<file path="src/rtl/demux_1x4_stream.sv">
// -----------------------------------------------------------------------------
// demux_1x4_stream
//   Registered 1-to-4 valid/ready stream demultiplexer. A shared producer's
//   beats are steered to one of four consumers selected by {s1,s0}. The select
//   is sampled on a packet's first beat and held until its last beat; a select
//   change seen on a mid-packet accept is ignored and flagged on sel_err.
//
// Ports
//   clk      in   1       rising-edge clock
//   rst      in   1       asynchronous active-high reset
//   i        in   DATA_W  input data beat
//   i_valid  in   1       input beat valid
//   i_last   in   1       input beat is last of packet
//   i_ready  out  1       input beat may be accepted this cycle
//   s0, s1   in   1       channel select {s1,s0}
//   y        out  DATA_W  output data (shared by all channels)
//   y_last   out  1       output beat is last of packet
//   y_valid  out  4       per-channel valid (one-hot or zero)
//   y_ready  in   4       per-channel ready
//   sel_err  out  1       one-cycle pulse: select changed mid-packet
// -----------------------------------------------------------------------------
module demux_1x4_stream #(
  parameter int DATA_W = 8
) (
  input  logic              clk,
  input  logic              rst,
  input  logic [DATA_W-1:0] i,
  input  logic              i_valid,
  input  logic              i_last,
  output logic              i_ready,
  input  logic              s0,
  input  logic              s1,
  output logic [DATA_W-1:0] y,
  output logic              y_last,
  output logic [3:0]        y_valid,
  input  logic [3:0]        y_ready,
  output logic              sel_err
);

  typedef enum logic {IDLE, PKT} state_t;

  state_t            state_q, state_d;
  logic [1:0]        held_sel_q, held_sel_d;
  logic [1:0]        ch_buf_q, ch_buf_d;
  logic [DATA_W-1:0] y_q, y_d;
  logic              y_last_q, y_last_d;
  logic [3:0]        y_valid_q, y_valid_d;
  logic              sel_err_q, sel_err_d;

  logic [1:0] sel_in;
  logic [1:0] chan;
  logic       buf_full;
  logic       out_xfer;
  logic       accept;

  assign sel_in   = {s1, s0};
  assign buf_full = |y_valid_q;
  // Only the ready of the channel holding the buffered beat can drain it.
  assign out_xfer = buf_full && y_ready[ch_buf_q];
  // No path from i_valid: ready depends on buffer state and y_ready only.
  assign i_ready  = !buf_full || y_ready[ch_buf_q];
  assign accept   = i_valid && i_ready;
  // Mid-packet beats follow the select captured on the first beat.
  assign chan     = (state_q == PKT) ? held_sel_q : sel_in;

  always_comb begin
    state_d    = state_q;
    held_sel_d = held_sel_q;
    ch_buf_d   = ch_buf_q;
    y_d        = y_q;
    y_last_d   = y_last_q;
    y_valid_d  = y_valid_q;
    sel_err_d  = 1'b0;

    if (accept) begin
      // Accept overwrites the buffer; if it was draining this cycle, there
      // is no bubble between the two beats.
      y_d       = i;
      y_last_d  = i_last;
      ch_buf_d  = chan;
      y_valid_d = 4'b0001 << chan;
    end else if (out_xfer) begin
      y_valid_d = 4'b0000;
    end

    case (state_q)
      IDLE: begin
        if (accept && !i_last) begin
          held_sel_d = sel_in;
          state_d    = PKT;
        end
      end
      PKT: begin
        if (accept) begin
          sel_err_d = (sel_in != held_sel_q);
          if (i_last) state_d = IDLE;
        end
      end
      default: state_d = IDLE;
    endcase
  end

  always_ff @(posedge clk or posedge rst) begin
    if (rst) begin
      state_q    <= IDLE;
      held_sel_q <= 2'b00;
      ch_buf_q   <= 2'b00;
      y_q        <= '0;
      y_last_q   <= 1'b0;
      y_valid_q  <= 4'b0000;
      sel_err_q  <= 1'b0;
    end else begin
      state_q    <= state_d;
      held_sel_q <= held_sel_d;
      ch_buf_q   <= ch_buf_d;
      y_q        <= y_d;
      y_last_q   <= y_last_d;
      y_valid_q  <= y_valid_d;
      sel_err_q  <= sel_err_d;
    end
  end

  assign y       = y_q;
  assign y_last  = y_last_q;
  assign y_valid = y_valid_q;
  assign sel_err = sel_err_q;

endmodule
</file>
<file path="config.mk">
export PLATFORM = sky130hd
export DESIGN_NAME = demux_1x4_stream
export DESIGN_NICKNAME = d
export VERILOG_FILES = /design/src/rtl/demux_1x4_stream.sv
export SDC_FILE = /design/constraint.sdc
export NUM_CORES = 1
export LEC_CHECK = 0
export CORE_MARGIN = 2
export CORE_UTILIZATION = 38
export DETAILED_ROUTE_END_ITERATION = 8
export PLACE_DENSITY = 0.7
export SETUP_SLACK_MARGIN = 0.5
export SYNTH_ARGS = -nofsm -noshare
export SYNTH_HDL_FRONTEND = slang
export SYNTH_SLANG_ARGS = --single-unit
</file>
<file path="constraint.sdc">
create_clock -name clk -period 1.9 [get_ports clk]
set_clock_uncertainty 0.15 [all_clocks]
set_input_delay 0.285 -clock clk [delete_from_list [all_inputs] [get_ports clk]]
set_output_delay 0.285 -clock clk [all_outputs]
set_load 0.005 [all_outputs]
</file>
==> results.json, run 1 <==
{
  "hold_class": "input port to async pin",
  "ys_seq_area_share_pct": 54.0,
  "grt_pass1_vias": 786,
  "fmax_mhz": 502,
  "n_antenna_cell": 0,
  "yosysWarnings": 0,
  "async_reset_ff_share_pct": 100,
  "failed_checks": "negative setup slack",
  "die_w_um": 52.1,
  "dp.cells": 136,
  "core_area_um2": 2210,
  "grt_pass1_wl_um": 3420,
  "setup_viol": 12,
  "end_kind": "register",
  "clk_latency_ps": 300,
  "p_leak_uw": 0.000705,
  "syn_area_um2": 881,
  "hpwl_um": 1460,
  "post-route-min-period_ps": 1990,
  "maxSlewHeadroom_pct": 84.3,
  "layout-drive-gt1-share_pct": 46.0,
  "routed_via_density": 4.72,
  "place_congestion": 0.721,
  "ys.flop_type": "dfrtp_1",
  "num_io_pins": 33,
  "clkTransAtPathRegs_ps": 110,
  "synth_edf_count": 0,
  "start_util_pct": 39.8,
  "synthTopCellsByCount": "19 x dfrtp_1, 12 x mux2_2, 5 x inv_1, 5 x nand2_1, 4 x o31ai_1",
  "numCtsBuffers": 3,
  "grt_max_degree": 20,
  "ir_drop_mv": 1.16,
  "arrival_ps": 2030,
  "route.detailed.drc": 0,
  "critPathLaunchType": "register",
  "hold_viol_final": 0,
  "required_ps": 1940,
  "die_area_um2": 2720,
  "cts_buffer_depth": 2,
  "drtIter0Drc": 3,
  "track_usage_pct": 17.5,
  "synth_top_area_cell": "dfrtp_1",
  "tightest_slew_ps": 235,
  "postSynthAreaPerCell_um2": 13.1,
  "finalWirelength_um": 1980,
  "root_buffer": "clkbuf_4",
  "setup_slack_ps": -90.9,
  "final_cells": 152,
  "wl_per_cell_um": 13.0,
  "drt.antenna.violating_nets": 0,
  "fp.dieH_um": 52.1,
  "cts.sinks": 19,
  "grt_antenna_before_repair": 0,
  "ys_top_cells_by_area": "dfrtp_1 54%, mux2_2 15%, mux2_4 3.4%",
  "crit_fanout": 4,
  "htreeDepth": 1,
  "synth.most_common_cell": "dfrtp_1",
  "yosysTopAreaCellShare_pct": 54.0,
  "slew_viol_final": 0,
  "rsz0062_at_grt": "true",
  "ctsHoldBuffers": 0,
  "synthCells": 67,
  "dr.pass1.iters": 3,
  "via_count": 717,
  "port_buffers": 32,
  "layout.nets": 143,
  "cts_tree": "built",
  "ys_types": 21,
  "grt_overflow": 0,
  "cap_violations": 0,
  "cellPowerDensity_nw_per_um2": 1680,
  "synth_seq_cells": 19,
  "syn_to_final_growth_pct": 71.9,
  "status": "complete, but fails checks",
  "fin_setup_tns_ps": -834,
  "synthesis.nets": 85,
  "fin_crit_sh_pct": 105,
  "rows": 17,
  "criticalPathCategory": "register to register"
}
sequential cells by signal, summed over array words and instances (netlist names), named ones only:
register,cells
y,8
y_valid,4
ch_buf_q,2
held_sel_q,2
sel_err,1
y_last,1
stage by stage:
stage          setup WS, ps  instance area, µm²  power [µW]  hold WS (ps)  utilization [%]
2_1_floorplan          17.5                 892        1360          86.1                -
6_report              -90.9                1510        2540           135             68.4
4_1_cts                -110                1470        2440           138             66.5
3_3_place_gp           -337                1320        1980           339             59.8
3_5_place_dp           -361                1320        2020           351             59.8
5_1_grt                -172                1510        2730           139             68.4
layout make-up:
cell class | count | area [µm²]
Tap cell | 28 | 35.0
Fill cell | 182 | 698
Clock buffer | 3 | 22.5
Sequential cell | 19 | 477
Multi-Input combinational cell | 42 | 425
Timing Repair Buffer | 54 | 531
Inverter | 5 | 18.8
Clock inverter | 1 | 5.00
routing by layer:
metal / vias to the layer above / global-route usage [%] / share of wire, %
met5: - / 0 / 0
met4: 0 / 6.41 / 1.2
met3: 4 / 3.45 / 2.5
met2: 14 / 30.6 / 55
met1: 348 / 21.1 / 41
li1: 351 / - / -
placed cells by master, fill, tap and decap left out, types with 2 or more instances in the layout:
master / n
buf_6: 13
buf_4: 12
a21oi_1: 3
nand2_2: 2
xnor2_1: 2
o31ai_2: 2
dfrtp_1: 18
clkbuf_4: 3
nor2_1: 2
clkdlybuf4s15_1: 9
nand2_1: 3
mux2i_1: 2
mux2_2: 7
clkdlybuf4s50_1: 17
o31ai_1: 2
mux2_4: 7
inv_1: 5
critical path: stages (launching register included):
cell and delay [ps]:
dfrtp_1 380, mux4_2 540, buf_6 140, o21ai_4 190
buf_4 160, mux2_2 330
kinds of logic after synthesis:
logic type	Yosys count	synth area share [%]
flip-flops	19	54.0
AND/OR/NAND/NOR	12	8.95
multiplexers	17	23.6
buffers and inverters	6	2.98
XOR/XNOR	2	1.99
AO/OA/AOI/OAI	11	8.52
final timing paths:
check                      cells after the start         to  slack (ps)   startpoint
max                                            5     y_last         -90  ch_buf_q[0]
min                                            3       y[0]         130          rst
max reg2reg                                    5     y_last         -90  ch_buf_q[0]
min reg2reg                                    1       y[5]         380         y[5]
max in group asynchronous                      3  async pin        1260          rst
min in group clk                               1       y[5]         380         y[5]
report_power, final:
group	switching [µW]	internal, µW
combinational	551	1020
clock	127	78.4
sequential	157	607
total	835	1710
what timing repair did:
action | 4_1_cts | 5_1_grt
buffers inserted | 8 | 4
pin swaps | 4 | 2
setup endpoints to repair | 34 | 32
gates resized for setup | 52 | 11
endpoints found under the hold margin | 0 | 0
gates cloned | 0 | 0
No activity file was read; power rests on OpenSTA's default activity.
==> run 2, diff against run 1 <==
--- a/config.mk
+++ b/config.mk
@@ -8,7 +8,7 @@
 export CORE_MARGIN = 2
 export CORE_UTILIZATION = 38
 export DETAILED_ROUTE_END_ITERATION = 8
-export PLACE_DENSITY = 0.7
+export PLACE_DENSITY = 0.73
 export SETUP_SLACK_MARGIN = 0.5
 export SYNTH_ARGS = -nofsm -noshare
 export SYNTH_HDL_FRONTEND = slang
==> results.json, run 2 (synthesis results as in run 1) <==
{
  "status": "complete, but fails checks",
  "failed_checks": "negative setup slack",
  "routed_via_density": 4.97,
  "r2r_start": "ch_buf_q[0]",
  "via_count": 780,
  "final_cells": 157,
  "dp.cells": 137,
  "layout-drive-gt1-share_pct": 51.9,
  "n_antenna_cell": 0,
  "cap_violations": 0,
  "rsz0062_at_grt": "true",
  "crit_end": "held_sel_q[1]",
  "p_leak_uw": 0.000768,
  "numCtsBuffers": 3,
  "largest_register_ffs": 8,
  "ff2ff_path_depth": 5,
  "drt.antenna.violating_nets": 0,
  "pwr-share-seq_pct": 27.5,
  "die_area_um2": 2720,
  "port_buffers": 32,
  "clkTransAtPathRegs_ps": 110,
  "internal-power_uw": 1850,
  "finalWirelength_um": 2400,
  "hpwl_um": 1390,
  "num_io_pins": 33,
  "fp.dieH_um": 52.1,
  "postPlaceCellArea_um2": 1320,
  "slew_viol_final": 0,
  "syn_to_final_growth_pct": 83.4,
  "cpMaxStageDelayCell": "mux4_2",
  "layout.nets": 148,
  "start_util_pct": 39.8,
  "fin_util_pct": 73.0,
  "maxSlewHeadroom_pct": 76.7,
  "cts_buffer_depth": 2,
  "required_ps": 1930,
  "cts.sinks": 19,
  "worst-path-buf-inv": 1,
  "rows": 17,
  "pwr-share-clk_pct": 7.2,
  "finish.instance_area_um2": 1620,
  "final_cell_mix": "19 x dfrtp_1, 17 x buf_6, 17 x clkdlybuf4s50_1",
  "end_kind": "register",
  "tightest_slew_ps": 339,
  "criticalPathCategory": "register to register",
  "drtIter0Drc": 4,
  "grt_max_degree": 20,
  "cellPowerDensity_nw_per_um2": 1750,
  "setup_viol": 13,
  "grt_pass1_vias": 832,
  "wl_per_cell_um": 15.3,
  "post-route-min-period_ps": 2030,
  "fmax_mhz": 493,
  "route.detailed.drc": 0,
  "fin_crit_sh_pct": 107,
  "worstReg2RegEnd": "held_sel_q[1]",
  "dr.pass1.iters": 2,
  "htreeDepth": 1,
  "track_usage_pct": 18.4,
  "switchingPower_uw": 980,
  "rrSetupSlack_ps": -130,
  "switching_share_pct": 34.6,
  "slowest_delay_ps": 540,
  "die_w_um": 52.1,
  "cp.depth": 5,
  "setup_slack_ps": -128,
  "root_buffer": "clkbuf_4",
  "crit_family": "multiplexers",
  "grt_antenna_before_repair": 0,
  "final_common_cell": "dfrtp_1",
  "critPathLaunch": "ch_buf_q[0]",
  "hold_ws_ps": 148,
  "crit_chain": "mux4_2 -> buf_6 -> o21ai_4 -> or3_4 -> mux2_4",
  "share_comb_of_total_power_pct": 65.3,
  "hold_class": "input port to async pin",
  "cts_tree": "built",
  "clk_latency_ps": 290,
  "grt_pass1_wl_um": 3660,
  "ir_drop_mv": 1.25,
  "arrival_ps": 2060,
  "hold_viol_final": 0,
  "critPathLaunchType": "register",
  "place_congestion": 0.789,
  "grt_overflow": 0,
  "ctsHoldBuffers": 0,
  "crit_fanout": 4,
  "core_area_um2": 2210
}
run 2: worst min path at each step:
stage | depth (start not counted) | to | slack, ps
4_1_cts | 3 | ch_buf_q[0] | 160
5_1_grt | 3 | ch_buf_q[0] | 180
3_3_place_gp | 1 | y[5] | 340
3_5_place_dp | 1 | y[2] | 350
6_report | 3 | ch_buf_q[0] | 150
2_1_floorplan | 1 | async pin | 90
run 2: layout make-up:
cell class | count | area (µm²)
clock buffer | 4 | 26.3
fill | 164 | 597
inverter | 5 | 18.8
multi-input combinational | 42 | 484
sequential | 19 | 475
tap | 28 | 35.0
timing repair buffer | 59 | 576
run 2: metal layers:
metal / vias to the layer above / track usage [%] / part of all wire, %
met5: - / 0 / 0
met4: 0 / 3.85 / 0.33
met3: 2 / 3.16 / 3.2
met2: 21 / 34.4 / 58
met1: 387 / 21.9 / 38
li1: 370 / - / -
run 2: worst min-delay path, delay by kind of cell:
family / cells / cell delay (ps)
buffers and inverters: 3 / 700
run 2: metrics by stage:
stage	power [µW]	setup TNS (ps)	setup slack, ps
after floorplan	1360	0	17.5
after global placement	1960	-3380	-335
after detailed placement	1990	-3770	-351
after CTS	2610	-975	-99.3
after global routing	3000	-2380	-212
final	2830	-1200	-128
run 2: what timing repair did:
action	4_1_cts	5_1_grt
setup buffers	11	4
gates cloned	1	0
endpoints found under the setup margin	34	31
resized for setup	68	15
pin swaps	8	2
run 2: power by group through the flow:
stage	Clock (µW)	Sequential, µW	Combinational [µW]
floorplan	0	772	590
global placement	0	755	1200
detailed placement	0	770	1220
CTS	208	766	1640
global route	231	803	1970
finish	205	779	1850
